File: config.mk
export PLATFORM = sky130hd
export DESIGN_NAME = corr_peak_finder_p
export DESIGN_NICKNAME = d
export VERILOG_FILES = /design/src/rtl/corr_peak_finder_p.sv
export SDC_FILE = /design/constraint.sdc
export NUM_CORES = 1
export LEC_CHECK = 0
export CAP_MARGIN = 20
export CELL_PAD_IN_SITES_DETAIL_PLACEMENT = 1
export CELL_PAD_IN_SITES_GLOBAL_PLACEMENT = 1
export CORE_MARGIN = 2
export CORE_UTILIZATION = 48
export CTS_BUF_LIST = sky130_fd_sc_hd__clkbuf_4 sky130_fd_sc_hd__clkbuf_8
export DETAILED_ROUTE_END_ITERATION = 7
export GPL_ROUTABILITY_DRIVEN = 0
export PLACE_DENSITY_LB_ADDON = 0.1
export SKIP_CTS_REPAIR_TIMING = 1
export SYNTH_ARGS = -nofsm -noshare
export SYNTH_HDL_FRONTEND = slang
export SYNTH_SLANG_ARGS = --single-unit
File: constraint.sdc
create_clock -name clk -period 25.9 [get_ports clk]
set_input_delay 5.18 -clock clk [delete_from_list [all_inputs] [get_ports clk]]
set_output_delay 5.18 -clock clk [all_outputs]
set_load 0.02 [all_outputs]
File: src/rtl/corr_peak_finder_p.sv
// corr_peak_finder_p
//   Streaming sliding-window correlator. Received samples are correlated
//   against a TAPS-long reference loaded at run time. The block reports the
//   largest correlation of a frame (signed or magnitude) and the lag of the
//   window that produced it. Ties keep the earliest lag.
//
// Ports
//   clk, rst        clock; asynchronous active-high reset
//   ena             global clock enable (low freezes everything, s_ready=0)
//   start           begin a frame (IDLE only); latches n_samples, abs_mode
//   n_samples       frame length in samples
//   abs_mode        0: maximise signed sum, 1: maximise |sum|
//   coef_we/addr/data  coefficient write port (IDLE only, addr < TAPS)
//   s_valid/s_data/s_ready  sample stream handshake
//   busy            high outside IDLE
//   done            end-of-frame strobe (held while ena is low)
//   peak_valid      at least one full window evaluated in the last frame
//   peak_val        signed sum of the winning window
//   peak_lag        index of the first sample of the winning window
module corr_peak_finder_p #(
   parameter int DW   = 8,
   parameter int CW   = 8,
   parameter int TAPS = 20,
   parameter int IW   = 13,
   parameter int ACCW = 21,
   localparam int AW  = $clog2(TAPS)
) (
   input  logic            clk,
   input  logic            rst,
   input  logic            ena,
   input  logic            start,
   input  logic [IW-1:0]   n_samples,
   input  logic            abs_mode,
   input  logic            coef_we,
   input  logic [AW-1:0]   coef_addr,
   input  logic [CW-1:0]   coef_data,
   input  logic            s_valid,
   input  logic [DW-1:0]   s_data,
   output logic            s_ready,
   output logic            busy,
   output logic            done,
   output logic            peak_valid,
   output logic [ACCW-1:0] peak_val,
   output logic [IW-1:0]   peak_lag
);

   typedef enum logic [2:0] {S_IDLE, S_FILL, S_MAC, S_CMP, S_DONE} state_t;

   state_t r_state;
   state_t w_next;

   logic signed [CW-1:0]   r_coef [TAPS];
   logic signed [DW-1:0]   r_win  [TAPS];   // r_win[0] is the oldest sample x[L]
   logic [IW-1:0]          r_rxcnt;
   logic [IW-1:0]          r_nsamp;
   logic                   r_abs;
   logic [AW-1:0]          r_idx;
   logic signed [ACCW-1:0] r_acc;
   logic signed [ACCW:0]   r_best;
   logic                   r_peak_valid;
   logic [ACCW-1:0]        r_peak_val;
   logic [IW-1:0]          r_peak_lag;

   logic [IW-1:0]          w_rx_inc;
   logic                   w_short;
   logic                   w_mac_last;
   logic signed [DW+CW-1:0] w_prod;
   logic signed [ACCW-1:0] w_prod_ext;
   logic signed [ACCW:0]   w_acc_ext;
   logic signed [ACCW:0]   w_metric;
   logic                   w_better;

   assign w_rx_inc   = r_rxcnt + 1'b1;
   assign w_short    = n_samples < IW'(TAPS);
   assign w_mac_last = r_idx == AW'(TAPS - 1);
   assign w_prod     = r_win[r_idx] * r_coef[r_idx];
   assign w_prod_ext = {{(ACCW-DW-CW){w_prod[DW+CW-1]}}, w_prod};

   // One extra bit so |most negative acc| stays representable as a positive metric.
   assign w_acc_ext  = {r_acc[ACCW-1], r_acc};
   assign w_metric   = (r_abs && r_acc[ACCW-1]) ? -w_acc_ext : w_acc_ext;
   assign w_better   = w_metric > r_best;

   // State register
   always_ff @(posedge clk or posedge rst) begin
      if (rst)
         r_state <= S_IDLE;
      else if (ena)
         r_state <= w_next;
   end

   // Next-state logic
   always_comb begin
      w_next = r_state;
      case (r_state)
         S_IDLE: if (start) w_next = w_short ? S_DONE : S_FILL;
         S_FILL: if (s_valid && (w_rx_inc >= IW'(TAPS))) w_next = S_MAC;
         S_MAC:  if (w_mac_last) w_next = S_CMP;
         S_CMP:  w_next = (r_rxcnt == r_nsamp) ? S_DONE : S_FILL;
         S_DONE: w_next = S_IDLE;
         default: w_next = S_IDLE;
      endcase
   end

   // Output logic
   always_comb begin
      s_ready = ena && (r_state == S_FILL);
      busy    = r_state != S_IDLE;
      done    = r_state == S_DONE;
   end

   // Datapath
   always_ff @(posedge clk or posedge rst) begin
      if (rst) begin
         for (int unsigned i = 0; i < TAPS; i++) begin
            r_coef[i] <= '0;
            r_win[i]  <= '0;
         end
         r_rxcnt      <= '0;
         r_nsamp      <= '0;
         r_abs        <= 1'b0;
         r_idx        <= '0;
         r_acc        <= '0;
         r_best       <= '0;
         r_peak_valid <= 1'b0;
         r_peak_val   <= '0;
         r_peak_lag   <= '0;
      end else if (ena) begin
         case (r_state)
            S_IDLE: begin
               if (coef_we && (32'(coef_addr) < TAPS))
                  r_coef[coef_addr] <= coef_data;
               if (start) begin
                  r_nsamp      <= n_samples;
                  r_abs        <= abs_mode;
                  r_rxcnt      <= '0;
                  for (int unsigned i = 0; i < TAPS; i++)
                     r_win[i] <= '0;
                  r_peak_valid <= 1'b0;
                  r_peak_val   <= '0;
                  r_peak_lag   <= '0;
                  r_best       <= {1'b1, {ACCW{1'b0}}};
               end
            end
            S_FILL: begin
               if (s_valid) begin
                  for (int unsigned i = 0; i < TAPS - 1; i++)
                     r_win[i] <= r_win[i+1];
                  r_win[TAPS-1] <= s_data;
                  r_rxcnt       <= w_rx_inc;
                  r_acc         <= '0;
                  r_idx         <= '0;
               end
            end
            S_MAC: begin
               r_acc <= r_acc + w_prod_ext;
               r_idx <= r_idx + 1'b1;
            end
            S_CMP: begin
               if (w_better) begin
                  r_best     <= w_metric;
                  r_peak_val <= r_acc;
                  r_peak_lag <= r_rxcnt - IW'(TAPS);
               end
               r_peak_valid <= 1'b1;
            end
            default: ;
         endcase
      end
   end

   assign peak_valid = r_peak_valid;
   assign peak_val   = r_peak_val;
   assign peak_lag   = r_peak_lag;

endmodule
==> flow_summary.ini <==
[outcome]
status = complete, no violations

[cts]
cts_inserted_buffers = 76
clkLatencyLatePin_ns = 0.68
cts_tree = yes
path_clk_slew_ns = 0.06
cts_root_buf = clkbuf_8
clock_sinks = 432
htreeDepth = 3
cts_buffer_depth = 3

[power_and_ir_drop]
intPower_mw = 1.40
pwr_density_cell_mw_per_mm2 = 76.4
p_leak_nw = 12.8
ir_drop_mv = 0.0438
p_sw_share_pct = 31.5
seqPwrFrac_pct = 43.2
combPwrFrac_pct = 23.0
clkPwrFrac_pct = 33.9
netSwitchingPower_mw = 0.643

[global_routing]
gr-usage-met1_pct = 31.6
grt-busiest-layer = met2
grt_util_met3_pct = 3.66
antenna_found_initial = 0
grt_max_degree = 161
gr-total-overflow = 0
first_global_vias = 16700
use_met2_pct = 38.6
grt_pass1_wl_um = 92700
track_usage_pct = 23.1

[synthesis]
yosysMostFrequentCell = dfrtp_1
synth-async-reset-ratio_pct = 100
synth_top_cell_area_share_pct = 45.6
ys_seq_area_share_pct = 45.6
yosys_warnings = 0
syn_area_mm2 = 0.0237
avgSynthCellArea_um2 = 12.8
yosysUniqueCellTypes = 66
synth_cells = 1845
synth_top_area_cell = dfrtp_1
synth.top_cells.by_count = dfrtp_1 (432), a22o_1 (210), mux2_2 (163)
yosys-top-cells-area = dfrtp_1 (46%), mux4_2 (8.9%), fa_1 (7.8%)
ys_ff_latch = 432
synth_edf_count = 0
yosys_most_used_dff = dfrtp_1
postSynthNetCount = 2054

[cells_and_area]
diodes = 0
drive_above_1_share_pct = 22.9
area_growth_pct = 12.8
finalNetCount = 2111

[timing]
max_freq_mhz = 81.1
setup_viol = 0
tightest_slew_ns = 1.04
min_period_ns = 12.33
fin_skew_ns = 0.0491
finalCritPeriodShare_pct = 47.6
final_hold_viol_count = 0
maxSlewViolCount = 0
rsz0062_at_grt = false
slew_headroom_pct = 30.9
fin_setup_tns_ns = 0
fin_ws_ns = 13.57

[floorplan]
die_w_um = 226
io_pins = 79
die-area_mm2 = 0.0511
coreArea_mm2 = 0.0488
dieHeight_um = 226
rows = 81
start_util_pct = 48.5

[placement]
portBuffers = 78
post-place-ws_ns = 13.61
dp_hpwl_um = 38300

[setup_path]
cp_cell_sequence = clkdlybuf4s50_1 -> nand2b_1 -> nor3b_1 -> clkdlybuf4s50_1
cp-start-kind = primary input
cp-end-kind = primary output
crit_arrival_ns = 7.15
crit_path_max_incr_delay_ns = 0.75
required_ns = 20.72
cp-startpoint = ena
cp_common_cell = clkdlybuf4s50_1
crit_fanout = 7
path_class = in2out
crit_slowest_cell = clkdlybuf4s50_1
regToRegStartpoint = r_idx[0]

[route]
wirelength_um = 56300
wire_per_inst_um = 21.5
drt.antenna.violating_nets = 0
drtPass1Iterations = 4
drc_errors = 0
drtIter0Drc = 727
via_per_inst = 5.82
num_vias = 15200

[worst_hold_path]
min_from = r_coef[59]
min_path_type = reg2reg

[flow_run]
maxCapViolCount = 0
## layer usage
metal,wire length [um],vias to the layer above
met4,1060,0
met1,25600,8115
met2,28100,228
met3,1580,74
met5,0,-
li1,-,6832
## worst max-delay path: cells and delay by family
| family | cells | cell delay (ns) |
|---|---|---|
| buffers and inverters | 2 | 1.33 |
| AND/OR/NAND/NOR | 2 | 0.63 |
## final timing paths
check                      cells after the start  slack, ns         end
min                                            1       0.48  r_coef[59]
min in group asynchronous                      2       4.94   r_win[37]
max reg2reg                                   21      17.10   r_acc[18]
min reg2reg                                    1       0.48  r_coef[59]
max in group asynchronous                      5      18.17  r_win[110]
max                                            4      13.57     s_ready
## layout by cell type, fill, tap and decap left out, types with 15 or more instances in the layout
cell type        count
dfrtp_1            430
a22o_1             210
mux2_2             163
inv_1              123
clkbuf_8           101
mux4_2              94
fa_1                92
nor2_1              79
clkdlybuf4s50_1     78
ha_1                76
nand2_1             67
o21ai_0             44
xnor2_1             38
nand3_1             33
a21oi_1             28
xor2_1              27
mux2_1              22
clkbuf_4            19
nor2b_1             16
o21ai_1             15
nand2b_1            15
buf_4               15
## flip-flops by register name (all words and copies together) (netlist names)
register,flops
r_idx,5
r_state,3
peak_val,20
r_abs,1
r_best,22
r_nsamp,13
r_coef,160
r_acc,21
peak_valid,1
peak_lag,13
r_rxcnt,13
r_win,160
## logic make-up (layout without fill, tap and decap cells)
kind of cell    after synthesis  after routing  share of synthesized area (%)
compound gates              363            363                           12.1
xor+xnor                     65             65                           2.40
fa+ha+maj                   168            168                           11.8
simple gates                287            287                           6.04
buf+inv                     247            359                           4.19
mux                         283            283                           17.9
flops                       432            432                           45.6
## per-stage QoR
stage | hold slack [ns] | std cells | instance area, um^2 | utilization [%] | power (mW)
after floorplan | 0.453 | 1845 | 23700 | - | 1.22
after global placement | 0.463 | 2485 | 25000 | 51.1 | 1.34
after detailed placement | 0.475 | 2485 | 25000 | 51.1 | 1.36
after CTS | 0.489 | 2618 | 26700 | 54.6 | 2.07
after global routing | 0.507 | 2621 | 26700 | 54.7 | 2.16
final | 0.484 | 2621 | 26700 | 54.7 | 2.04
## power by group through the flow
| stage | sequential, mW | combinational [mW] | clock (mW) |
|---|---|---|---|
| 2_1_floorplan | 0.859 | 0.363 | 0 |
| 3_3_place_gp | 0.885 | 0.458 | 0 |
| 3_5_place_dp | 0.892 | 0.473 | 0 |
| 4_1_cts | 0.882 | 0.476 | 0.712 |
| 5_1_grt | 0.898 | 0.516 | 0.742 |
| 6_report | 0.881 | 0.469 | 0.691 |
## layout make-up
type                            instances  area (um^2)
Multi-Input combinational cell       1166        11900
Fill cell                            4904        22100
Tap cell                              664          831
Timing Repair Buffer                   97          967
Inverter                              129          492
Clock inverter                         13          163
Sequential cell                       432        10800
Clock buffer                          120         1530
(Power assumes the default switching activity.)
